==> config.mk <==
export PLATFORM = sky130hd
export DESIGN_NAME = cache_arbiter_flat
export DESIGN_NICKNAME = d
export VERILOG_FILES = /design/src/rtl/cache_arbiter_if.sv /design/src/rtl/cache_arbiter.sv /design/src/flat_wrapper.sv
export SDC_FILE = /design/constraint.sdc
export NUM_CORES = 1
export LEC_CHECK = 0
export ABC_AREA = 1
export ABC_CLOCK_PERIOD_IN_PS = 12400
export BUFFER_PORTS_ARGS = -buffer_cell sky130_fd_sc_hd__buf_4
export CORE_AREA = 2 2 558 560
export CTS_CLUSTER_SIZE = 24
export DETAILED_ROUTE_END_ITERATION = 16
export DIE_AREA = 0 0 560 562
export GPL_TIMING_DRIVEN = 0
export PLACE_DENSITY_LB_ADDON = 0.2
export SYNTH_ARGS = -nofsm -noshare
export SYNTH_HDL_FRONTEND = slang
export SYNTH_SLANG_ARGS = --single-unit
==> constraint.sdc <==
create_clock -name clk -period 12.4 [get_ports clk]
set_input_delay 0.62 -clock clk [delete_from_list [all_inputs] [get_ports clk]]
set_output_delay 0.62 -clock clk [all_outputs]
set_load 0.02 [all_outputs]
==> src/rtl/cache_arbiter_if.sv <==
// Bus bundle joining the I-cache and D-cache miss paths, the arbiter and the shared memory port.
// The master modport is the arbiter's view; the slave modport is the caches/memory side.
interface cache_arbiter_if #(
    parameter int LINE_WIDTH = 256
);
    logic                  i_pmem_read;
    logic [31:0]           i_pmem_address;
    logic [LINE_WIDTH-1:0] i_pmem_rdata;
    logic                  i_pmem_resp;

    logic                  d_pmem_read;
    logic                  d_pmem_write;
    logic [31:0]           d_pmem_address;
    logic [LINE_WIDTH-1:0] d_pmem_wdata;
    logic [LINE_WIDTH-1:0] d_pmem_rdata;
    logic                  d_pmem_resp;

    logic                  pmem_read;
    logic                  pmem_write;
    logic [31:0]           pmem_address;
    logic [LINE_WIDTH-1:0] pmem_wdata;
    logic [LINE_WIDTH-1:0] pmem_rdata;
    logic                  pmem_resp;

    modport master (
        input  i_pmem_read, i_pmem_address,
        output i_pmem_rdata, i_pmem_resp,
        input  d_pmem_read, d_pmem_write, d_pmem_address, d_pmem_wdata,
        output d_pmem_rdata, d_pmem_resp,
        output pmem_read, pmem_write, pmem_address, pmem_wdata,
        input  pmem_rdata, pmem_resp
    );

    modport slave (
        output i_pmem_read, i_pmem_address,
        input  i_pmem_rdata, i_pmem_resp,
        output d_pmem_read, d_pmem_write, d_pmem_address, d_pmem_wdata,
        input  d_pmem_rdata, d_pmem_resp,
        input  pmem_read, pmem_write, pmem_address, pmem_wdata,
        output pmem_rdata, pmem_resp
    );
endinterface

==> src/rtl/cache_arbiter.sv <==
// Shares one cacheline memory port between the I-cache and D-cache miss paths, with wait counters.
// Define ARBITER_ROUND_ROBIN_EN for round-robin on simultaneous requests; otherwise D has fixed priority.
//
// state   | meaning
// IDLE    | no transaction; grant on any pending request
// SERVE_I | I-cache line read in flight on the memory port
// SERVE_D | D-cache read or writeback in flight on the memory port
// DONE    | single dead cycle so the finished cache can drop its request
module cache_arbiter #(
    parameter int LINE_WIDTH    = 256,
    parameter int COUNTER_WIDTH = 32
) (
    input  logic                     clk,
    input  logic                     rst,
    cache_arbiter_if.master          bus,
    output logic [COUNTER_WIDTH-1:0] i_wait_count,
    output logic [COUNTER_WIDTH-1:0] d_wait_count
);

    typedef enum logic [1:0] {
        IDLE    = 2'd0,
        SERVE_I = 2'd1,
        SERVE_D = 2'd2,
        DONE    = 2'd3
    } state_t;

    state_t state;
    logic   d_req;
    logic   grant_d;

    assign d_req = bus.d_pmem_read | bus.d_pmem_write;

`ifdef ARBITER_ROUND_ROBIN_EN
    logic last_grant_d;

    // On a tie, hand the port to whoever did not get it last time.
    assign grant_d = d_req & (~bus.i_pmem_read | ~last_grant_d);

    always_ff @(posedge clk or posedge rst) begin
        if (rst) begin
            last_grant_d <= 1'b0;
        end else if (state == IDLE) begin
            if (grant_d) begin
                last_grant_d <= 1'b1;
            end else if (bus.i_pmem_read) begin
                last_grant_d <= 1'b0;
            end
        end
    end
`else
    assign grant_d = d_req;
`endif

    always_ff @(posedge clk or posedge rst) begin
        if (rst) begin
            state            <= IDLE;
            bus.pmem_read    <= 1'b0;
            bus.pmem_write   <= 1'b0;
            bus.pmem_address <= '0;
            bus.pmem_wdata   <= '0;
        end else begin
            case (state)
                IDLE: begin
                    if (grant_d) begin
                        // A simultaneous read and write means writeback before fill.
                        bus.pmem_address <= bus.d_pmem_address;
                        bus.pmem_wdata   <= bus.d_pmem_wdata;
                        bus.pmem_write   <= bus.d_pmem_write;
                        bus.pmem_read    <= ~bus.d_pmem_write;
                        state            <= SERVE_D;
                    end else if (bus.i_pmem_read) begin
                        bus.pmem_address <= bus.i_pmem_address;
                        bus.pmem_write   <= 1'b0;
                        bus.pmem_read    <= 1'b1;
                        state            <= SERVE_I;
                    end
                end
                SERVE_I, SERVE_D: begin
                    if (bus.pmem_resp) begin
                        bus.pmem_read  <= 1'b0;
                        bus.pmem_write <= 1'b0;
                        state          <= DONE;
                    end
                end
                DONE: begin
                    state <= IDLE;
                end
                default: begin
                    state <= IDLE;
                end
            endcase
        end
    end

    // Response and data pass straight through to the granted cache only.
    assign bus.i_pmem_resp  = (state == SERVE_I) & bus.pmem_resp;
    assign bus.d_pmem_resp  = (state == SERVE_D) & bus.pmem_resp;
    assign bus.i_pmem_rdata = bus.i_pmem_resp ? bus.pmem_rdata : '0;
    assign bus.d_pmem_rdata = bus.d_pmem_resp ? bus.pmem_rdata : '0;

    always_ff @(posedge clk or posedge rst) begin
        if (rst) begin
            i_wait_count <= '0;
            d_wait_count <= '0;
        end else begin
            if (bus.i_pmem_read && (state != SERVE_I) && (i_wait_count != '1)) begin
                i_wait_count <= i_wait_count + COUNTER_WIDTH'(1);
            end
            if (d_req && (state != SERVE_D) && (d_wait_count != '1)) begin
                d_wait_count <= d_wait_count + COUNTER_WIDTH'(1);
            end
        end
    end

endmodule

==> src/flat_wrapper.sv <==
// flat-port wrapper written by rule: the top's interface ports become plain ports
module cache_arbiter_flat 
#(
    parameter int LINE_WIDTH    = 256,
    parameter int COUNTER_WIDTH = 32
)
  (clk, rst, i_wait_count, d_wait_count, bus_i_pmem_read, bus_i_pmem_address, bus_i_pmem_rdata, bus_i_pmem_resp, bus_d_pmem_read, bus_d_pmem_write, bus_d_pmem_address, bus_d_pmem_wdata, bus_d_pmem_rdata, bus_d_pmem_resp, bus_pmem_read, bus_pmem_write, bus_pmem_address, bus_pmem_wdata, bus_pmem_rdata, bus_pmem_resp);
  cache_arbiter_if #(.LINE_WIDTH(LINE_WIDTH)) bus_i ();
  input  logic clk;
  input  logic rst;
  output logic [COUNTER_WIDTH-1:0] i_wait_count;
  output logic [COUNTER_WIDTH-1:0] d_wait_count;
  input wire logic [$bits(bus_i.i_pmem_read)-1:0] bus_i_pmem_read;
  input wire logic [$bits(bus_i.i_pmem_address)-1:0] bus_i_pmem_address;
  output wire logic [$bits(bus_i.i_pmem_rdata)-1:0] bus_i_pmem_rdata;
  output wire logic [$bits(bus_i.i_pmem_resp)-1:0] bus_i_pmem_resp;
  input wire logic [$bits(bus_i.d_pmem_read)-1:0] bus_d_pmem_read;
  input wire logic [$bits(bus_i.d_pmem_write)-1:0] bus_d_pmem_write;
  input wire logic [$bits(bus_i.d_pmem_address)-1:0] bus_d_pmem_address;
  input wire logic [$bits(bus_i.d_pmem_wdata)-1:0] bus_d_pmem_wdata;
  output wire logic [$bits(bus_i.d_pmem_rdata)-1:0] bus_d_pmem_rdata;
  output wire logic [$bits(bus_i.d_pmem_resp)-1:0] bus_d_pmem_resp;
  output wire logic [$bits(bus_i.pmem_read)-1:0] bus_pmem_read;
  output wire logic [$bits(bus_i.pmem_write)-1:0] bus_pmem_write;
  output wire logic [$bits(bus_i.pmem_address)-1:0] bus_pmem_address;
  output wire logic [$bits(bus_i.pmem_wdata)-1:0] bus_pmem_wdata;
  input wire logic [$bits(bus_i.pmem_rdata)-1:0] bus_pmem_rdata;
  input wire logic [$bits(bus_i.pmem_resp)-1:0] bus_pmem_resp;
  assign bus_i.i_pmem_read = bus_i_pmem_read;
  assign bus_i.i_pmem_address = bus_i_pmem_address;
  assign bus_i_pmem_rdata = bus_i.i_pmem_rdata;
  assign bus_i_pmem_resp = bus_i.i_pmem_resp;
  assign bus_i.d_pmem_read = bus_d_pmem_read;
  assign bus_i.d_pmem_write = bus_d_pmem_write;
  assign bus_i.d_pmem_address = bus_d_pmem_address;
  assign bus_i.d_pmem_wdata = bus_d_pmem_wdata;
  assign bus_d_pmem_rdata = bus_i.d_pmem_rdata;
  assign bus_d_pmem_resp = bus_i.d_pmem_resp;
  assign bus_pmem_read = bus_i.pmem_read;
  assign bus_pmem_write = bus_i.pmem_write;
  assign bus_pmem_address = bus_i.pmem_address;
  assign bus_pmem_wdata = bus_i.pmem_wdata;
  assign bus_i.pmem_rdata = bus_pmem_rdata;
  assign bus_i.pmem_resp = bus_pmem_resp;
  cache_arbiter #(.LINE_WIDTH(LINE_WIDTH), .COUNTER_WIDTH(COUNTER_WIDTH)) u_core (.clk(clk), .rst(rst), .bus(bus_i), .i_wait_count(i_wait_count), .d_wait_count(d_wait_count));
endmodule
==> flow_summary.yaml, run 1 <==
run_status:
  status: "finished, final reports clean"
synth:
  yosysWarnings: 0
  synthCells: 2237
  synth_fa_ha_area_frac: 0.00472
  synth_compound_area_frac: 0.0138
  ys_seq_area_frac: 0.480
  synth_top_family_by_area: "simple AND/OR/NAND/NOR gates"
  synth_area_um2: 18600
  synthMuxAreaShare: 0.155
  syn_nets: 2826
  synth_cell_types: 32
  synth-simple-area-share: 0.242
  synth_xor_area_frac: 0.0137
  synth_area_per_cell_um2: 8.30
  ys_ff_latch: 356
floorplan:
  start_util: 0.0602
  die_h_um: 562
  core_um2: 308000
  row_count: 204
  dieArea_um2: 315000
  io_pins: 1450
  die_x_um: 560
power:
  power_frac_comb: 0.537
  p_leak_uw: 0.0178
  switchingPower_uw: 3370
  p_int_uw: 4110
  pwr-share-seq: 0.266
  vdd_drop_max_mv: 0.0923
  clkPwrFrac: 0.196
  p_sw_frac: 0.451
  power_uw: 7480
  powerDensity_nw_per_um2: 206
drt:
  dr.pass1.iters: 5
  drt-total-wl_um: 173000
  drc: 0
  vias: 21578
  drt-initial-drc-count: 1048
  via_per_inst: 2.73
  wl_per_cell_um: 21.9
  ant_nets: 0
critical_path:
  cp_cell_sequence: "inv_1, ha_1, nand2_1, clkbuf_1, clkbuf_1, nor2_1, buf_4"
  end_kind: "output pin"
  cp.required_ns: 11.78
  cp_max_fo: 10
  worstPathArrival_ns: 4.09
  path_class: "register to output pin"
  cpMaxStageDelayCell: "clkbuf_1"
  cp-startpoint: "u_core.state[1]"
  start_kind: "register"
  r2r_start: "u_core.state[0]"
  path_common_cell: "clkbuf_1"
  slowest_delay_ns: 0.85
cells_and_area:
  multi_input_area_um2: 7970
  regArea_um2: 8910
  design_area_um2: 36400
  fillers: 36033
  fin_nets: 4327
  area_growth_pct: 95.8
  drive_gt1_frac: 0.426
timing:
  hold_violations: 0
  slew_headroom: 0.184
  final.setup.tns_ns: 0
  max_freq_ghz: 0.212
  rsz0062_at_grt: "false"
  setup_ws_ns: 7.69
  slew_viol_final: 0
  finalSetupViolCount: 0
  tightest_slew_ns: 1.22
  period_needed_ns: 4.71
  finClkSkew_ns: 0.0264
  min_period_over_period: 0.380
clocking:
  cts_resized: 0
  cts_buffers: 46
  clk_pin_slew_ns: 0.06
  clock_path_buffers: 3
  htree_levels: 2
  cts.sinks: 356
  cts_tree: "done"
  clock-root-buffer: "clkbuf_16"
  clock_latency_ns: 0.64
placement:
  dpl_cell_area_um2: 34700
  port_buffers: 1449
  preCtsSetupSlack_ns: 8.05
  place.gp.congestion: 0.936
  dp_hpwl_um: 154000
global_routing:
  grt_max_degree: 110
  grt_antenna_before_repair: 49
  grt.total_usage: 0.105
  grt_pass1_wl_um: 222000
  grt_overflow: 0
  grt_pass1_vias: 22587
job:
  maxCapViolations: 0
min_path:
  min-delay-start: "bus_d_pmem_wdata[132]"
  holdCritPathClass: "input port to register"
-- repair_timing --
action / CTS / global route
buffers inserted: 0 / 0
hold buffers: 1 / 0
setup endpoints to repair: 0 / 0
hold endpoints to repair: 51 / 0
-- worst paths after layout --
kind,end,slack [ns],depth (start not counted)
setup / recovery,bus_i_pmem_rdata[195],7.69,7
hold / removal,u_core.bus.pmem_wdata[132],0.19,2
setup reg to reg,u_core.bus.pmem_wdata[222],9.85,6
hold reg to reg,u_core.bus.pmem_wdata[172],0.49,1
max in group asynchronous,u_core.d_wait_count[29],10.28,5
min in group asynchronous,u_core.bus.pmem_wdata[31],0.56,3
-- state kept, by name, summed over array words and instances (netlist names) --
signal                   flops
u_core.bus.pmem_address     32
u_core.d_wait_count         32
u_core.bus.pmem_read         1
u_core.bus.pmem_wdata      256
u_core.state                 2
u_core.i_wait_count         32
u_core.bus.pmem_write        1
-- layer usage --
layer | share of wire | vias up | global-route usage | routed length [µm]
met2 | 0.53 | 1155 | 0.197 | 91400
li1 | - | 9840 | - | -
met4 | 0.037 | 0 | 0.0377 | 6440
met5 | 0 | - | 0 | 0
met3 | 0.087 | 189 | 0.0362 | 15000
met1 | 0.35 | 10394 | 0.106 | 60200
-- worst max-delay path, delay by kind of cell (launching register included) --
kind / cells / cell delay (ns)
buf+inv: 4 / 2.04
simple gates: 2 / 0.82
flops: 1 / 0.38
fa+ha+maj: 1 / 0.21
-- cells in the mapped netlist (all sizes together) --
cell type  number  share of area
nor3            5         0.0013
nor2          652           0.13
a31oi          32          0.011
nand3b         16         0.0065
and2            4         0.0013
nand4           6         0.0020
buf            47          0.017
nand2         421          0.087
xnor2          12         0.0057
a21boi          1        0.00040
clkbuf         60          0.012
a21oi           2        0.00074
inv           304          0.061
ha              7         0.0047
mux2          256           0.16
dfrtp         356           0.48
o21ai           7         0.0019
xor2           17         0.0080
nand3          32         0.0093
-- cells by family (layout without fill, tap and decap cells) --
group | Yosys count | in the layout
and+or+nand+nor | 1136 | 1136
muxes | 256 | 256
AOI/OAI and AO/OA | 42 | 42
buffers and inverters | 411 | 1947
xor gates and xnor gates | 29 | 29
adders and majority gates | 7 | 7
other | 0 | 15
DFF | 356 | 356
-- area by class of cell --
class	instances	area share
Clock inverter	17	0.00719
Clock buffer	66	0.0373
Inverter	304	0.0316
Buffer	107	0.0150
Tap cell	4120	0.142
Multi-Input combinational cell	1470	0.219
Timing Repair Buffer	1453	0.302
Sequential cell	356	0.245
Antenna cell	15	0.00103
-- metrics by stage --
| stage | util | instances | hold slack (ns) |
|---|---|---|---|
| 2_1_floorplan | - | 2237 | 0.595 |
| 3_3_place_gp | 0.112 | 7806 | 0.475 |
| 3_5_place_dp | 0.113 | 7809 | 0.482 |
| 4_1_cts | 0.118 | 7893 | 0.0907 |
| 5_1_grt | 0.118 | 7902 | 0.133 |
| 6_report | 0.118 | 7908 | 0.193 |
-- cells in the final DEF (no fill, tap or decap), types with 2 or more instances in the layout --
cell type and count:
buf_4 1478, nor2_1 641, nand2_1 417, dfrtp_1 356
inv_1 298, mux2_1 240, clkbuf_1 67, clkbuf_16 46
a31oi_1 32, nand3_1 31, xor2_1 17, nand3b_1 16
mux2_2 16, diode_2 15, clkbuf_8 13, xnor2_1 12
buf_2 11, nor2_2 8, o21ai_0 7, ha_1 7
clkinv_2 7, nand4_1 6, inv_2 5, nor3_1 5
buf_1 5, bufinv_16 5, and2_1 4, inv_6 3
buf_16 3, nor2_4 2, nand2_2 2, buf_8 2
-- power by group through the flow --
stage,logic [µW],clock network (µW),registers (µW)
floorplan,1340,0,2570
global placement,4150,0,2010
detailed placement,4120,0,2030
CTS,4130,1550,2010
global route,4280,1580,2060
finish,4020,1470,1990
Note: power is estimated with default switching activity, not from simulation.
==> run 2: changes to the inputs <==
--- a/config.mk
+++ b/config.mk
@@ -5,13 +5,13 @@
 export SDC_FILE = /design/constraint.sdc
 export NUM_CORES = 1
 export LEC_CHECK = 0
-export ABC_AREA = 1
-export ABC_CLOCK_PERIOD_IN_PS = 12400
+export ABC_AREA = 0
+export ABC_CLOCK_PERIOD_IN_PS = 3840
 export BUFFER_PORTS_ARGS = -buffer_cell sky130_fd_sc_hd__buf_4
-export CORE_AREA = 2 2 558 560
+export CORE_AREA = 2 2 562 564
 export CTS_CLUSTER_SIZE = 24
 export DETAILED_ROUTE_END_ITERATION = 16
-export DIE_AREA = 0 0 560 562
+export DIE_AREA = 0 0 564 566
 export GPL_TIMING_DRIVEN = 0
 export PLACE_DENSITY_LB_ADDON = 0.2
 export SYNTH_ARGS = -nofsm -noshare
==> constraint.sdc (replaced) <==
create_clock -name clk -period 3.84 [get_ports clk]
set_input_delay 0.192 -clock clk [delete_from_list [all_inputs] [get_ports clk]]
set_output_delay 0.192 -clock clk [all_outputs]
set_load 0.02 [all_outputs]
==> flow_summary.yaml, run 2 <==
run_status:
  status: "finished, final reports clean"
global_routing:
  grt_pass1_wl_um: 261000
  grt_antenna_before_repair: 105
  grt_overflow: 0
  grt.total_usage: 0.126
  grt_pass1_vias: 22797
  grt_max_degree: 36
synth:
  ys_ff_latch: 356
  synthCells: 1641
  synth-simple-area-share: 0.238
  synth_common_cells: "and3_1, dfrtp_1, mux2_2, clkbuf_1, nand2_1"
  synth_top_family_by_area: "simple AND/OR/NAND/NOR gates"
  synth_area_um2: 17900
  postSynth.asyncResetShare: 1.00
  ys_seq_area_frac: 0.497
  synthMuxAreaShare: 0.182
  synth_edf_count: 0
  synth_xor_area_frac: 0.0278
  synth_area_per_cell_um2: 10.9
  ys.flop_type: "dfrtp_1"
  synthTopCellsByArea: "dfrtp_1, and3_1, mux2_2, clkbuf_1, xnor2_1"
  synth_cell_types: 40
  synth_fa_ha_area_frac: 0.00488
  synth_top_area_frac: 0.497
  yosysMostFrequentCell: "and3_1"
  syn_nets: 2230
  synth_compound_area_frac: 0.0170
  yosys.area.top_type: "dfrtp_1"
  yosysWarnings: 0
clocking:
  clock_path_buffers: 3
  cts.sinks: 356
  cts_buffers: 49
  clock_latency_ns: 0.66
  clk_pin_slew_ns: 0.06
  cts_tree: "done"
  htree_levels: 2
  cts_setup_buffers: 0
  clock-root-buffer: "clkbuf_16"
timing:
  final.setup.tns_ns: 0
  rsz0062_at_grt: "false"
  slew_viol_final: 0
  period_needed_ns: 3.63
  hold_violations: 0
  finalSetupViolCount: 0
  setup_ws_ns: 0.207
  finClkSkew_ns: 0.0335
  tightest_slew_ns: 1.32
  min_period_over_period: 0.946
  max_freq_ghz: 0.275
  slew_headroom: 0.122
  holdWs_ns: 0.0885
floorplan:
  row_count: 206
  die_x_um: 564
  io_pins: 1450
  start_util: 0.0572
  core_um2: 313000
  dieArea_um2: 319000
  die_h_um: 566
cells_and_area:
  fillers: 36065
  drive_gt1_frac: 0.516
  area_growth_pct: 118
  largest-register: "u_core.bus.pmem_wdata"
  final_core_util: 0.125
  multi_input_area_um2: 8440
  layout_common_cells: "buf_4, and3_1, dfrtp_1, dlygate4sd3_1, mux2_2"
  fin_nets: 4058
  regArea_um2: 8910
  final_common_cell: "buf_4"
  largest_reg_flops: 256
power:
  power_uw: 26000
  vdd_drop_max_mv: 0.311
  p_leak_uw: 0.0188
  powerDensity_nw_per_um2: 665
drt:
  drt-total-wl_um: 210000
  via_per_inst: 2.86
  drc: 0
  drt-initial-drc-count: 1221
  ant_nets: 0
  wl_per_cell_um: 27.3
  vias: 21993
  dr.pass1.iters: 5
critical_path:
  worstPathArrival_ns: 3.44
  cp_cell_sequence: "inv_1, ha_2, clkbuf_2, clkbuf_1, and3_1, buf_4"
  path_class: "register to output pin"
  end_kind: "output pin"
  cpMaxStageDelayCell: "clkbuf_2"
  start_kind: "register"
  slowest_delay_ns: 0.55
  cp_max_fo: 10
  cp.required_ns: 3.65
placement:
  dp_hpwl_um: 188000
  preCtsSetupSlack_ns: -0.468
  port_buffers: 1449
  place.gp.congestion: 0.974
job:
  maxCapViolations: 0
min_path:
  holdCritPathClass: "input port to register"
-- run 2: changes by cell type after synthesis, moves of 239 or more --
| cell | previous run | this run |
|---|---|---|
| inv_1 | 299 | 6 |
| nor2_1 | 641 | 23 |
| nand2_1 | 417 | 58 |
| mux2_1 | 240 | 1 |
| and3_1 | 0 | 521 |
| mux2_2 | 16 | 260 |
-- run 2: power breakdown --
part	internal, µW	switching, µW	total, µW
combinational	5940	9130	15100
sequential	5430	1060	6490
clock	2480	1940	4420
total	13800	12100	26000
-- run 2: worst paths after layout --
check | startpoint | cells past startpoint | endpoint | slack, ns
worst max register to register | u_core.state[0] | 7 | u_core.bus.pmem_wdata[51] | 0.44
min in group asynchronous | rst | 3 | u_core.bus.pmem_wdata[212] | 0.18
worst min-delay path | bus_pmem_resp | 5 | u_core.state[0] | 0.09
max in group asynchronous | rst | 10 | u_core.bus.pmem_address[21] | 1.46
worst min register to register | u_core.bus.pmem_address[16] | 2 | u_core.bus.pmem_address[16] | 0.48
worst max-delay path | u_core.state[0] | 6 | bus_d_pmem_rdata[244] | 0.21
-- run 2: repair_timing --
| action | CTS | global route |
|---|---|---|
| gates resized for setup | 7 | 0 |
| hold endpoints to repair | 362 | 0 |
| setup endpoints to repair | 331 | 0 |
| hold buffers | 316 | 0 |
-- run 2: cell families after synthesis --
kind of cell,Yosys count
buf+inv,162
mux,293
compound gates,51
simple gates,715
flops,356
fa+ha+maj,7
xor+xnor,57
-- run 2: final cells by class --
class | count | share of cell area
repair buffers | 1778 | 0.366
flip-flops and latches | 356 | 0.228
multi-input cells | 1123 | 0.216
well taps | 4160 | 0.133
clock buffers | 74 | 0.0351
plain buffers | 155 | 0.0152
clock inverters | 15 | 0.00349
diodes | 36 | 0.00231
inverters | 6 | 0.000672
-- run 2: critical path: cells and delay by family, from the launching register on --
family / cells / cell delay (ns)
adders and majority gates: 1 / 0.51
buffers and inverters: 4 / 1.27
DFF: 1 / 0.44
and+or+nand+nor: 1 / 0.55
-- run 2: stage by stage --
stage               instance area [µm²]  instances
CTS                               39000       7667
floorplan                         17900       1641
finish                            39100       7703
global placement                  34000       7250
detailed placement                34300       7263
global route                      39000       7682
-- run 2: metal layers --
| metal | vias to the layer above | share of wire | wire length, µm | GRT usage |
|---|---|---|---|---|
| li1 | 9635 | - | - | - |
| met1 | 10869 | 0.35 | 73000 | 0.128 |
| met2 | 1223 | 0.51 | 108000 | 0.231 |
| met3 | 266 | 0.087 | 18300 | 0.0413 |
| met4 | 0 | 0.053 | 11000 | 0.0581 |
| met5 | - | 0 | 0 | 0 |
==> run 3: changes to the inputs <==
--- a/config.mk
+++ b/config.mk
@@ -8,10 +8,10 @@
 export ABC_AREA = 0
 export ABC_CLOCK_PERIOD_IN_PS = 3840
 export BUFFER_PORTS_ARGS = -buffer_cell sky130_fd_sc_hd__buf_4
-export CORE_AREA = 2 2 562 564
+export CORE_AREA = 4 4 564 566
 export CTS_CLUSTER_SIZE = 24
 export DETAILED_ROUTE_END_ITERATION = 16
-export DIE_AREA = 0 0 564 566
+export DIE_AREA = 0 0 568 570
 export GPL_TIMING_DRIVEN = 0
 export PLACE_DENSITY_LB_ADDON = 0.2
 export SYNTH_ARGS = -nofsm -noshare
==> flow_summary.yaml, run 3 (synthesized netlist as in run 2, its figures left out) <==
placement:
  preCtsSetupSlack_ns: 0.133
  place.gp.congestion: 0.917
  port_buffers: 1449
  dp_hpwl_um: 183000
timing:
  final.setup.tns_ns: 0
  setup_ws_ns: 0.228
  hold_violations: 0
  finClkSkew_ns: 0.0198
  rsz0062_at_grt: "false"
  max_freq_ghz: 0.277
  period_needed_ns: 3.61
  min_period_over_period: 0.941
  tightest_slew_ns: 1.18
  slew_viol_final: 0
  slew_headroom: 0.212
  finalSetupViolCount: 0
cells_and_area:
  fin_nets: 4063
  final_common_cell: "buf_4"
  drive_gt1_frac: 0.517
  largest-register: "u_core.bus.pmem_wdata"
  layout_common_cells: "buf_4, and3_1, dfrtp_1, dlygate4sd3_1, mux2_2"
  largest_reg_flops: 256
  area_growth_pct: 118
clocking:
  clock_path_buffers: 3
  cts_tree: "done"
  cts_buffers: 45
  clk_pin_slew_ns: 0.06
  clock_latency_ns: 0.60
  htree_levels: 2
  clock-root-buffer: "clkbuf_16"
  cts.sinks: 356
job:
  maxCapViolations: 0
global_routing:
  grt_pass1_wl_um: 252000
  grt_overflow: 0
  grt_antenna_before_repair: 105
  grt_pass1_vias: 23174
  grt.total_usage: 0.119
  grt_max_degree: 38
drt:
  ant_nets: 0
  wl_per_cell_um: 26.4
  vias: 21912
  via_per_inst: 2.85
  drc: 0
  drt-initial-drc-count: 1184
  dr.pass1.iters: 5
  drt-total-wl_um: 203000
power:
  p_leak_uw: 0.0188
  vdd_drop_max_mv: 0.262
  powerDensity_nw_per_um2: 654
  power_uw: 25500
critical_path:
  path_class: "register to output pin"
  worstPathArrival_ns: 3.42
  cp.required_ns: 3.65
  start_kind: "register"
  end_kind: "output pin"
  cp_max_fo: 10
floorplan:
  core_um2: 314000
  row_count: 206
  die_h_um: 570
  dieArea_um2: 324000
  io_pins: 1450
  start_util: 0.0572
  die_x_um: 568
run_status:
  status: "finished, final reports clean"
min_path:
  holdCritPathClass: "input port to register"
## run 3: cell types whose count changed in the layout (fill, tap and decap cells not counted), sizes merged
cell         delta
inv             -1
diode           -3
clkinvlp        +1
clkinv         -10
clkbuf          -5
dlygate4sd3     +3
buf             +6
bufinv          +1
## run 3: power breakdown
| group | leakage [µW] | total, µW | internal, µW | switching [µW] |
|---|---|---|---|---|
| clock network | 0.000684 | 4220 | 2450 | 1780 |
| logic | 0.0138 | 14800 | 5940 | 8900 |
| registers | 0.00431 | 6440 | 5430 | 1010 |
| total | 0.0188 | 25500 | 13800 | 11700 |
## run 3: repair_timing
| item | 4_1_cts | 5_1_grt |
|---|---|---|
| pin swaps | 0 | 1 |
| resized for setup | 3 | 2 |
| setup buffers | 0 | 3 |
| hold buffers | 319 | 0 |
| setup endpoints to repair | 218 | 10 |
| endpoints found under the hold margin | 315 | 0 |
## run 3: per-stage QoR
step	area, µm²	hold slack [ns]	instances	util
2_1_floorplan	17900	0.343	1641	-
3_3_place_gp	34000	0.425	7250	0.108
3_5_place_dp	34300	0.367	7265	0.109
4_1_cts	38900	0.0164	7658	0.124
5_1_grt	39000	0.0386	7671	0.124
6_report	39000	0.0649	7695	0.124
## run 3: layer usage
| layer | vias up | part of all wire | routed length (µm) | track usage |
|---|---|---|---|---|
| li1 | 9631 | - | - | - |
| met1 | 10767 | 0.36 | 73700 | 0.126 |
| met2 | 1267 | 0.50 | 102000 | 0.215 |
| met3 | 247 | 0.096 | 19600 | 0.0455 |
| met4 | 0 | 0.039 | 7950 | 0.0397 |
| met5 | - | 0 | 0 | 0 |
## run 3: final cells by class
type | instances | area, µm²
fill | 36070 | 275000
timing repair buffer | 1787 | 14400
sequential | 356 | 8910
multi-input combinational | 1123 | 8430
tap | 4160 | 5200
clock buffer | 69 | 1340
buffer | 155 | 589
antenna | 33 | 82.6
clock inverter | 6 | 75.1
inverter | 6 | 26.3
## run 3: path summary, 6_finish.rpt
check | from | slack (ns) | end | cells after the start
worst min-delay path | bus_i_pmem_address[9] | 0.06 | u_core.bus.pmem_address[9] | 4
worst max register to register | u_core.state[0] | 0.40 | u_core.d_wait_count[27] | 9
min in group asynchronous | rst | 0.28 | u_core.bus.pmem_address[13] | 3
max in group asynchronous | rst | 1.49 | u_core.bus.pmem_wdata[127] | 9
worst min register to register | u_core.bus.pmem_address[2] | 0.48 | u_core.bus.pmem_address[2] | 2
worst max-delay path | u_core.state[0] | 0.23 | bus_d_pmem_rdata[148] | 7
## run 3: critical path, stage by stage, from the launching register on
cell	delay [ns]
dfrtp_1	0.42
inv_1	0.12
ha_1	0.16
clkbuf_2	0.28
clkbuf_1	0.70
clkbuf_1	0.62
and3_1	0.33
buf_4	0.17
